### src/rtl/pmod_link_bridge.sv
// rtl/pmod_link_bridge.sv - Pmod pin bridge, reset sequencer, enable debounce and LED view for the hashing core
//
// Purpose:
//   Board-side glue between the Pmod headers and the hashing core.
//   - Inbound data/ctrl are carried through SYNC_STAGES flops into the core.
//   - Outbound hash/ctrl are carried through OUT_STAGES flops to the pins.
//   - The core reset is released only after the PLL has been locked for
//     LOCK_CYCLES cycles plus a RST_HOLD margin.
//   - The enable switch is debounced over DEB_CYCLES.
//   - The core output-enable is checked against EXP_OE while the core runs
//     (sticky error).
//   - hash_v words are counted, and a paged LED view is shown.
//
// Optional feature macro: BRIDGE_LOOPBACK_EN
//   When defined, a synchronised loopback_i selects core_data_o and
//   {data_ctrl[0], 1'b1} as the source of the outbound pipeline.
//   While loopback is selected, word_cnt is frozen.
//
// Ports:
//   clk              in   core clock
//   rst_async        in   asynchronous active-high reset
//   pll_lock_i       in   PLL locked (asynchronous)
//   ena_sw_i         in   raw enable switch
//   led_page_i       in   LED page select (raw switch)
//   loopback_i       in   loopback request (only used with BRIDGE_LOOPBACK_EN)
//   pin_data_i       in   Pmod data pins
//   pin_ctrl_i       in   Pmod ctrl pins {loopback_ctrl[1:0], data_ctrl[2:0]}
//   pin_hash_o       out  Pmod hash pins
//   pin_hash_ctrl_o  out  Pmod hash ctrl pins {hash_v, ready}
//   core_data_o      out  data to the core
//   core_ctrl_o      out  ctrl to the core
//   core_hash_i      in   hash from the core
//   core_hash_ctrl_i in   hash ctrl from the core {hash_v, ready}
//   core_oe_i        in   core output-enable vector
//   core_rst_n_o     out  core active-low reset
//   core_ena_o       out  debounced enable
//   error_o          out  sticky output-enable error
//   led_o            out  paged debug LEDs

module pmod_link_bridge #(
  parameter int         DATA_W      = 8,
  parameter int         CTRL_IN_W   = 5,
  parameter int         CTRL_OUT_W  = 2,
  parameter int         SYNC_STAGES = 2,
  parameter int         OUT_STAGES  = 2,
  parameter int         LOCK_CYCLES = 1024,
  parameter int         RST_HOLD    = 16,
  parameter int         DEB_CYCLES  = 65536,
  parameter logic [7:0] EXP_OE      = 8'h88,
  parameter int         LED_W       = 16
) (
  input  logic                  clk,
  input  logic                  rst_async,
  input  logic                  pll_lock_i,
  input  logic                  ena_sw_i,
  input  logic [1:0]            led_page_i,
  input  logic                  loopback_i,
  input  logic [DATA_W-1:0]     pin_data_i,
  input  logic [CTRL_IN_W-1:0]  pin_ctrl_i,
  output logic [DATA_W-1:0]     pin_hash_o,
  output logic [CTRL_OUT_W-1:0] pin_hash_ctrl_o,
  output logic [DATA_W-1:0]     core_data_o,
  output logic [CTRL_IN_W-1:0]  core_ctrl_o,
  input  logic [DATA_W-1:0]     core_hash_i,
  input  logic [CTRL_OUT_W-1:0] core_hash_ctrl_i,
  input  logic [7:0]            core_oe_i,
  output logic                  core_rst_n_o,
  output logic                  core_ena_o,
  output logic                  error_o,
  output logic [LED_W-1:0]      led_o
);

  localparam int LOCK_MAX = (LOCK_CYCLES > RST_HOLD) ? LOCK_CYCLES : RST_HOLD;
  localparam int CNT_W    = $clog2(LOCK_MAX + 1);
  localparam int DEB_W    = $clog2(DEB_CYCLES + 1);

  localparam logic [CNT_W-1:0] LOCK_LAST = CNT_W'(LOCK_CYCLES - 1);
  localparam logic [CNT_W-1:0] HOLD_LAST = CNT_W'(RST_HOLD - 1);
  localparam logic [DEB_W-1:0] DEB_LAST  = DEB_W'(DEB_CYCLES - 1);

  typedef enum logic [1:0] {
    ST_WAIT_LOCK = 2'd0,
    ST_HOLD      = 2'd1,
    ST_RUN       = 2'd2
  } state_t;

  // Two-flop synchroniser for the slow asynchronous controls:
  // bit 0 = pll lock, bit 1 = enable switch, bits 3:2 = LED page.
  logic [3:0] meta_q, meta_d;
  logic [3:0] sync_q, sync_d;

  always_comb begin
    meta_d = {led_page_i, ena_sw_i, pll_lock_i};
    sync_d = meta_q;
  end

  always_ff @(posedge clk or posedge rst_async) begin
    if (rst_async) begin
      meta_q <= '0;
      sync_q <= '0;
    end else begin
      meta_q <= meta_d;
      sync_q <= sync_d;
    end
  end

  logic       lock_s;
  logic       ena_s;
  logic [1:0] page_s;

  assign lock_s = sync_q[0];
  assign ena_s  = sync_q[1];
  assign page_s = sync_q[3:2];

  // Loopback select: synchronised only when the feature is built in.
  logic lb_s;

`ifdef BRIDGE_LOOPBACK_EN
  logic lb_meta_q, lb_meta_d;
  logic lb_sync_q, lb_sync_d;

  always_comb begin
    lb_meta_d = loopback_i;
    lb_sync_d = lb_meta_q;
  end

  always_ff @(posedge clk or posedge rst_async) begin
    if (rst_async) begin
      lb_meta_q <= 1'b0;
      lb_sync_q <= 1'b0;
    end else begin
      lb_meta_q <= lb_meta_d;
      lb_sync_q <= lb_sync_d;
    end
  end

  assign lb_s = lb_sync_q;
`else
  logic unused_loopback;
  assign unused_loopback = loopback_i;
  assign lb_s = 1'b0;
`endif

  // Inbound pipeline: the last stage drives the core directly.
  logic [DATA_W-1:0]    in_data_q [SYNC_STAGES];
  logic [DATA_W-1:0]    in_data_d [SYNC_STAGES];
  logic [CTRL_IN_W-1:0] in_ctrl_q [SYNC_STAGES];
  logic [CTRL_IN_W-1:0] in_ctrl_d [SYNC_STAGES];

  always_comb begin
    in_data_d[0] = pin_data_i;
    in_ctrl_d[0] = pin_ctrl_i;
    for (int i = 1; i < SYNC_STAGES; i++) begin
      in_data_d[i] = in_data_q[i-1];
      in_ctrl_d[i] = in_ctrl_q[i-1];
    end
  end

  always_ff @(posedge clk or posedge rst_async) begin
    if (rst_async) begin
      for (int i = 0; i < SYNC_STAGES; i++) begin
        in_data_q[i] <= '0;
        in_ctrl_q[i] <= '0;
      end
    end else begin
      for (int i = 0; i < SYNC_STAGES; i++) begin
        in_data_q[i] <= in_data_d[i];
        in_ctrl_q[i] <= in_ctrl_d[i];
      end
    end
  end

  assign core_data_o = in_data_q[SYNC_STAGES-1];
  assign core_ctrl_o = in_ctrl_q[SYNC_STAGES-1];

  // Outbound pipeline source: core outputs, or the inbound data in loopback.
  logic [DATA_W-1:0]     hash_src;
  logic [CTRL_OUT_W-1:0] hctrl_src;

  always_comb begin
    hash_src  = core_hash_i;
    hctrl_src = core_hash_ctrl_i;
    if (lb_s) begin
      hash_src  = core_data_o;
      hctrl_src = CTRL_OUT_W'({core_ctrl_o[0], 1'b1});
    end
  end

  logic [DATA_W-1:0]     out_hash_q  [OUT_STAGES];
  logic [DATA_W-1:0]     out_hash_d  [OUT_STAGES];
  logic [CTRL_OUT_W-1:0] out_hctrl_q [OUT_STAGES];
  logic [CTRL_OUT_W-1:0] out_hctrl_d [OUT_STAGES];

  always_comb begin
    out_hash_d[0]  = hash_src;
    out_hctrl_d[0] = hctrl_src;
    for (int i = 1; i < OUT_STAGES; i++) begin
      out_hash_d[i]  = out_hash_q[i-1];
      out_hctrl_d[i] = out_hctrl_q[i-1];
    end
  end

  always_ff @(posedge clk or posedge rst_async) begin
    if (rst_async) begin
      for (int i = 0; i < OUT_STAGES; i++) begin
        out_hash_q[i]  <= '0;
        out_hctrl_q[i] <= '0;
      end
    end else begin
      for (int i = 0; i < OUT_STAGES; i++) begin
        out_hash_q[i]  <= out_hash_d[i];
        out_hctrl_q[i] <= out_hctrl_d[i];
      end
    end
  end

  assign pin_hash_o      = out_hash_q[OUT_STAGES-1];
  assign pin_hash_ctrl_o = out_hctrl_q[OUT_STAGES-1];

  // Reset sequencer. One counter serves both the lock qualification and the
  // hold phase since they never run at the same time.
  state_t           state_q;
  logic [CNT_W-1:0] cnt_q;
  logic             core_rst_n_q;
  logic [7:0]       loss_q;

  always_ff @(posedge clk or posedge rst_async) begin
    if (rst_async) begin
      state_q      <= ST_WAIT_LOCK;
      cnt_q        <= '0;
      core_rst_n_q <= 1'b0;
      loss_q       <= 8'h00;
    end else begin
      case (state_q)
        ST_WAIT_LOCK: begin
          if (!lock_s) begin
            cnt_q <= '0;
          end else if (cnt_q == LOCK_LAST) begin
            state_q <= ST_HOLD;
            cnt_q   <= '0;
          end else begin
            cnt_q <= cnt_q + 1'b1;
          end
        end
        ST_HOLD: begin
          if (!lock_s) begin
            state_q <= ST_WAIT_LOCK;
            cnt_q   <= '0;
          end else if (cnt_q == HOLD_LAST) begin
            state_q      <= ST_RUN;
            cnt_q        <= '0;
            core_rst_n_q <= 1'b1;
          end else begin
            cnt_q <= cnt_q + 1'b1;
          end
        end
        ST_RUN: begin
          if (!lock_s) begin
            state_q      <= ST_WAIT_LOCK;
            cnt_q        <= '0;
            core_rst_n_q <= 1'b0;
            if (loss_q != 8'hFF) begin
              loss_q <= loss_q + 1'b1;
            end
          end
        end
        default: begin
          state_q      <= ST_WAIT_LOCK;
          cnt_q        <= '0;
          core_rst_n_q <= 1'b0;
        end
      endcase
    end
  end

  assign core_rst_n_o = core_rst_n_q;

  // Enable debounce: the counter only runs while the synchronised switch
  // disagrees with the accepted value, so any short excursion restarts it.
  logic [DEB_W-1:0] deb_cnt_q, deb_cnt_d;
  logic             ena_q, ena_d;

  always_comb begin
    deb_cnt_d = deb_cnt_q;
    ena_d     = ena_q;
    if (ena_s == ena_q) begin
      deb_cnt_d = '0;
    end else if (deb_cnt_q == DEB_LAST) begin
      ena_d     = ~ena_q;
      deb_cnt_d = '0;
    end else begin
      deb_cnt_d = deb_cnt_q + 1'b1;
    end
  end

  // Sticky OE error, word counter and LED view.
  logic              error_q, error_d;
  logic [15:0]       word_cnt_q, word_cnt_d;
  logic [LED_W-1:0]  led_q, led_d;

  always_comb begin
    error_d = error_q | (core_rst_n_q & (core_oe_i != EXP_OE));

    word_cnt_d = word_cnt_q;
    if (!core_rst_n_q) begin
      word_cnt_d = 16'h0000;
    end else if ((state_q == ST_RUN) && core_hash_ctrl_i[1] && !lb_s) begin
      word_cnt_d = word_cnt_q + 16'h0001;
    end

    case (page_s)
      2'd0:    led_d = LED_W'({core_ctrl_o, core_hash_ctrl_i, error_q, ena_q,
                               core_rst_n_q, state_q});
      2'd1:    led_d = LED_W'({core_hash_i, core_data_o});
      2'd2:    led_d = LED_W'(word_cnt_q);
      default: led_d = LED_W'({8'h00, loss_q});
    endcase
  end

  always_ff @(posedge clk or posedge rst_async) begin
    if (rst_async) begin
      deb_cnt_q  <= '0;
      ena_q      <= 1'b0;
      error_q    <= 1'b0;
      word_cnt_q <= 16'h0000;
      led_q      <= '0;
    end else begin
      deb_cnt_q  <= deb_cnt_d;
      ena_q      <= ena_d;
      error_q    <= error_d;
      word_cnt_q <= word_cnt_d;
      led_q      <= led_d;
    end
  end

  assign core_ena_o = ena_q;
  assign error_o    = error_q;
  assign led_o      = led_q;

endmodule
### config.mk
export PLATFORM = sky130hd
export DESIGN_NAME = pmod_link_bridge
export DESIGN_NICKNAME = d
export VERILOG_FILES = /design/src/rtl/pmod_link_bridge.sv
export SDC_FILE = /design/constraint.sdc
export NUM_CORES = 1
export LEC_CHECK = 0
export BUFFER_PORTS_ARGS = -buffer_cell sky130_fd_sc_hd__buf_2
export CORE_AREA = 2 2 109 111
export CTS_BUF_LIST = sky130_fd_sc_hd__clkbuf_4 sky130_fd_sc_hd__clkbuf_8 sky130_fd_sc_hd__clkbuf_16
export CTS_CLUSTER_SIZE = 16
export DETAILED_ROUTE_END_ITERATION = 8
export DIE_AREA = 0 0 111 113
export GPL_TIMING_DRIVEN = 0
export PLACE_DENSITY = 0.71
export RECOVER_POWER = 100
export SLEW_MARGIN = 0
export SYNTH_ARGS = -nofsm -noshare
export SYNTH_HDL_FRONTEND = slang
export SYNTH_SLANG_ARGS = --single-unit
### constraint.sdc
create_clock -name clk -period 3.5 [get_ports clk]
set_input_delay 0.175 -clock clk [delete_from_list [all_inputs] [get_ports clk]]
set_output_delay 0.175 -clock clk [all_outputs]
set_load 0.1 [all_outputs]
==> summary by stage <==
Status
The flow ran to the end, and the final reports show no timing, DRC or antenna violations.

Clocking
The CTS tree is done. The root buffer cell is clkbuf_16. The count of cells resized by post-cts repair is 0.

Clock latency on the worst-skew pair, taken at its later pin, is around 410 ps. The depth of the CTS H-tree is 4. The clock sink count is between 100 and 150. The number of buffers added by the clock tree synthesis step is 17. Counting along the longest clock path gives a buffer depth of 2. The clock-pin slew on the worst setup and hold paths is 50 ps.

GRT
The number of global-route vias before repair is between 3000 and 4000. The global-route congestion overflow total is 0. The wire length of the first global-routing pass is ~18 mm. The initial antenna violation count came to 0. Entering global routing, the biggest net connects 42 pins. The total track usage is between 10% and 20%.

Cells and area
Cells fill a little under three fifths of the core in the end. The post-route netlist has ~14% of its cells at a drive strength greater than 1. Leaving out fill and tap cells, the most frequent cell in the layout is dfrtp_1. The total number of nets in the final design is approximately 570. The filler cell count in the final layout is 978.

Compared with the post-synthesis result, the final layout area differs by 28.12%. In the layout the commonest cells are dfrtp_1, clkbuf_1, nor2_1, nand2_1, dlygate4sd3_1. The number of antenna cells inserted is 0.

Worst setup path
The highest cell delay on the worst timing path is 680 ps. Of all nets on the critical path, the largest fanout is 10. The depth of the worst register-to-register path is 6.

The signal on the critical path passes through ha_1 > inv_1 > or4_1 > o31ai_1 > buf_6 > nor2_1. STA classifies the critical path endpoint as a register. The sort of element at the start of the critical path is a register. The worst setup path is of the reg2reg kind. The endpoint identified for the worst register-to-register timing path is deb_cnt_q[7]. The slowest cell on the critical path is o31ai_1.

In this run the critical register-to-register path is launched from deb_cnt_q[0]. The worst path arrival time is 2840 ps. In this run the register-to-register setup slack is approximately 950 ps. The data required time at the worst endpoint is approximately 3800 ps.

Timing
Timing would allow up to about 390 MHz. The final count of hold timing violations is 0. After layout, the minimum clock period comes to about 2500 ps. The final-report max-slew violation count was 0.

Setup violations remaining at the end of the flow were counted as 0. The slew at the pin closest to its max-slew limit is 1216 ps. After routing, the total negative slack on setup checks comes to 0 ps. For the final database, setup skew stands at 6.564 ps. Dividing the final minimum period by the clock period gives 72.78%. Setup repair after global routing left no endpoint under its margin. The setup slack after layout is roughly 950 ps. The worst slew slack as a fraction of its limit is roughly a fifth.

Floorplanning
From left edge to right edge, the die measures approximately 110 um. The die height is between 100 and 150 um. After floorplanning, the core was sized to cover 11270 um^2. Once the floorplan was initialized, standard cells occupied around 45% of the core. The die covers between 10000 and 15000 um^2. The I/O pin count is 80. The row count is 39.

Hold path
The worst min-delay path startpoint is core_oe_i[4]. The worst hold path terminates at error_o. The worst hold path passes through 4 cells. The path type of the worst min-delay path is in2reg.

Pwr
In this run the power density over the cells is ~570 nW/um^2. IR analysis of the VDD net gives a maximum drop of about 0.00036 V. The analysis attributes to cell leakage a power of around 2.8 nW.

Synthesis
The count of synthesis-stage warnings from yosys is 0. The predominant post-synthesis flop cell is dfrtp_1. Summing every instance area after synthesis gives approximately 5000 um^2. Counting flops with an async set or reset pin after synthesis yields a share of 100.0%. Yosys mapped a number of flops with a built-in enable equal to 0. Synthesis produced a netlist with a net count of ~450. Synthesis inferred 127 register bits. The count of unique library cells instantiated by Yosys is 50. The number of standard cells after synthesis is 403. The average footprint of a synthesized cell is ~12 um^2. The sequential fraction of the synthesis area is between 60% and 70%.

Placed design
The count of buffers inserted at the top-level ports is a little under 80. The half-perimeter wire length after detailed placement is between 7 and 8 mm. Prior to clock tree synthesis, the placed netlist has a worst setup slack of around 1400 ps. The weighted congestion at the end of routability-driven global placement is 0.8503.

Drt
The total via count in the routed design is between 3000 and 4000. The initial detailed-routing violation count is roughly 190. Wires add up to 10.58 mm.

The iteration count of the initial detailed-routing pass is 5. Using the TritonRoute via totals, the vias-per-cell ratio works out to between 5 and 6. The detail route stage leaves a number of antenna-violating nets equal to 0. In the final routed layout, each cell accounts on average for 15.42 um. The DRC violation count after routing is 0.

Job
Max-cap violations in this run came to 0.
[how the worst max path moves through the flow]
stage,from,end
3_5_place_dp,deb_cnt_q[0],core_ena_o
3_3_place_gp,rst_async,in_data_d[6]
5_1_grt,deb_cnt_q[0],deb_cnt_q[12]
6_report,deb_cnt_q[0],deb_cnt_q[7]
4_1_cts,deb_cnt_q[0],core_ena_o
2_1_floorplan,deb_cnt_q[0],core_ena_o
[what timing repair did]
item | in CTS | in global routing
hold endpoints to repair | 49 | 0
buffers inserted | 0 | 0
hold buffers | 28 | 0
[metrics by stage]
stage	instances	total power, W	hold WS, ps	cell area [um^2]
floorplan	403	0.001794	206.4	5027
global placement	624	0.001863	282.4	5597
detailed placement	627	0.001878	205.8	5657
CTS	686	0.003712	103.0	6553
global route	686	0.003789	124.4	6436
finish	686	0.003659	129.5	6436
[area by class of cell]
class | instances | area, um^2 | area share, %
buffer | 13 | 57.56 | 0.8942
clock inverter | 6 | 105.1 | 1.633
multi-input combinational | 252 | 1713 | 26.61
inverter | 11 | 42.54 | 0.6610
sequential | 127 | 3178 | 49.38
clock buffer | 25 | 510.5 | 7.932
timing repair buffer | 109 | 650.6 | 10.11
tap | 143 | 178.9 | 2.780
[flip-flops by register name (all words and copies together) (netlist names), 4 cells and up]
signal,cells
word_cnt_q,16
deb_cnt_q,17
meta_q,4
core_ctrl_o,5
pin_hash_o,8
core_data_o,8
in_data_d,8
sync_q,4
in_ctrl_d,5
loss_q,8
cnt_q,11
led_o,16
out_hash_d,8
[where the power goes]
group	switching, W	internal [W]
Combinational	0.000252	0.0000701
Sequential	0.0000229	0.00152
Clock	0.000578	0.00122
[worst max-delay path: cells and delay by family (launching register included)]
kind,cells,cell delay (ps)
adder cells (fa/ha/maj),1,310
flip-flops,1,400
buffers and inverters,2,340
AO/OA/AOI/OAI,1,680
AND/OR/NAND/NOR,2,700
[per-layer routing]
metal	GRT usage (%)	vias to the layer above	wire [um]
met5	0	-	0
met4	9.083	0	259
met3	5.356	19	569
met2	29.24	106	5094
met1	22.84	1721	4652
li1	-	1692	-
[synth_stat cells, types with 2 or more instances]
library cell	number	share of area, %
clkbuf_1	8	0.60
or3_1	7	0.87
xor2_1	16	2.8
a31o_2	2	0.35
buf_2	2	0.20
nor3_1	10	1.0
o21ai_0	14	1.4
mux4_2	8	3.6
ha_1	4	1.0
a22o_1	4	0.70
nand2_1	29	2.2
a31oi_1	2	0.25
a21oi_1	9	0.90
nand4_2	2	0.50
nand3b_1	2	0.30
o211ai_1	3	0.45
nor2_1	33	2.5
inv_1	11	0.82
and2_1	2	0.25
nor4_1	13	1.6
xnor2_1	16	2.8
or4_1	2	0.30
nand4_1	8	1.0
nand3_1	21	2.1
mux2i_1	9	1.8
buf_1	2	0.15
and4_1	2	0.35
dfrtp_1	127	63
nor4b_1	3	0.52
nand2b_1	6	0.75
and3_1	3	0.37
o32ai_1	2	0.35
nor2b_1	4	0.50
[cells by family after synthesis]
family | Yosys count | share of synthesized area [%]
AO/OA/AOI/OAI | 44 | 5.953
XOR/XNOR | 32 | 5.579
adder cells (fa/ha/maj) | 4 | 0.9963
buffers and inverters | 24 | 1.993
flip-flops | 127 | 63.26
multiplexers | 19 | 5.828
AND/OR/NAND/NOR | 153 | 16.39
Note: power is estimated with default switching activity, not from simulation.
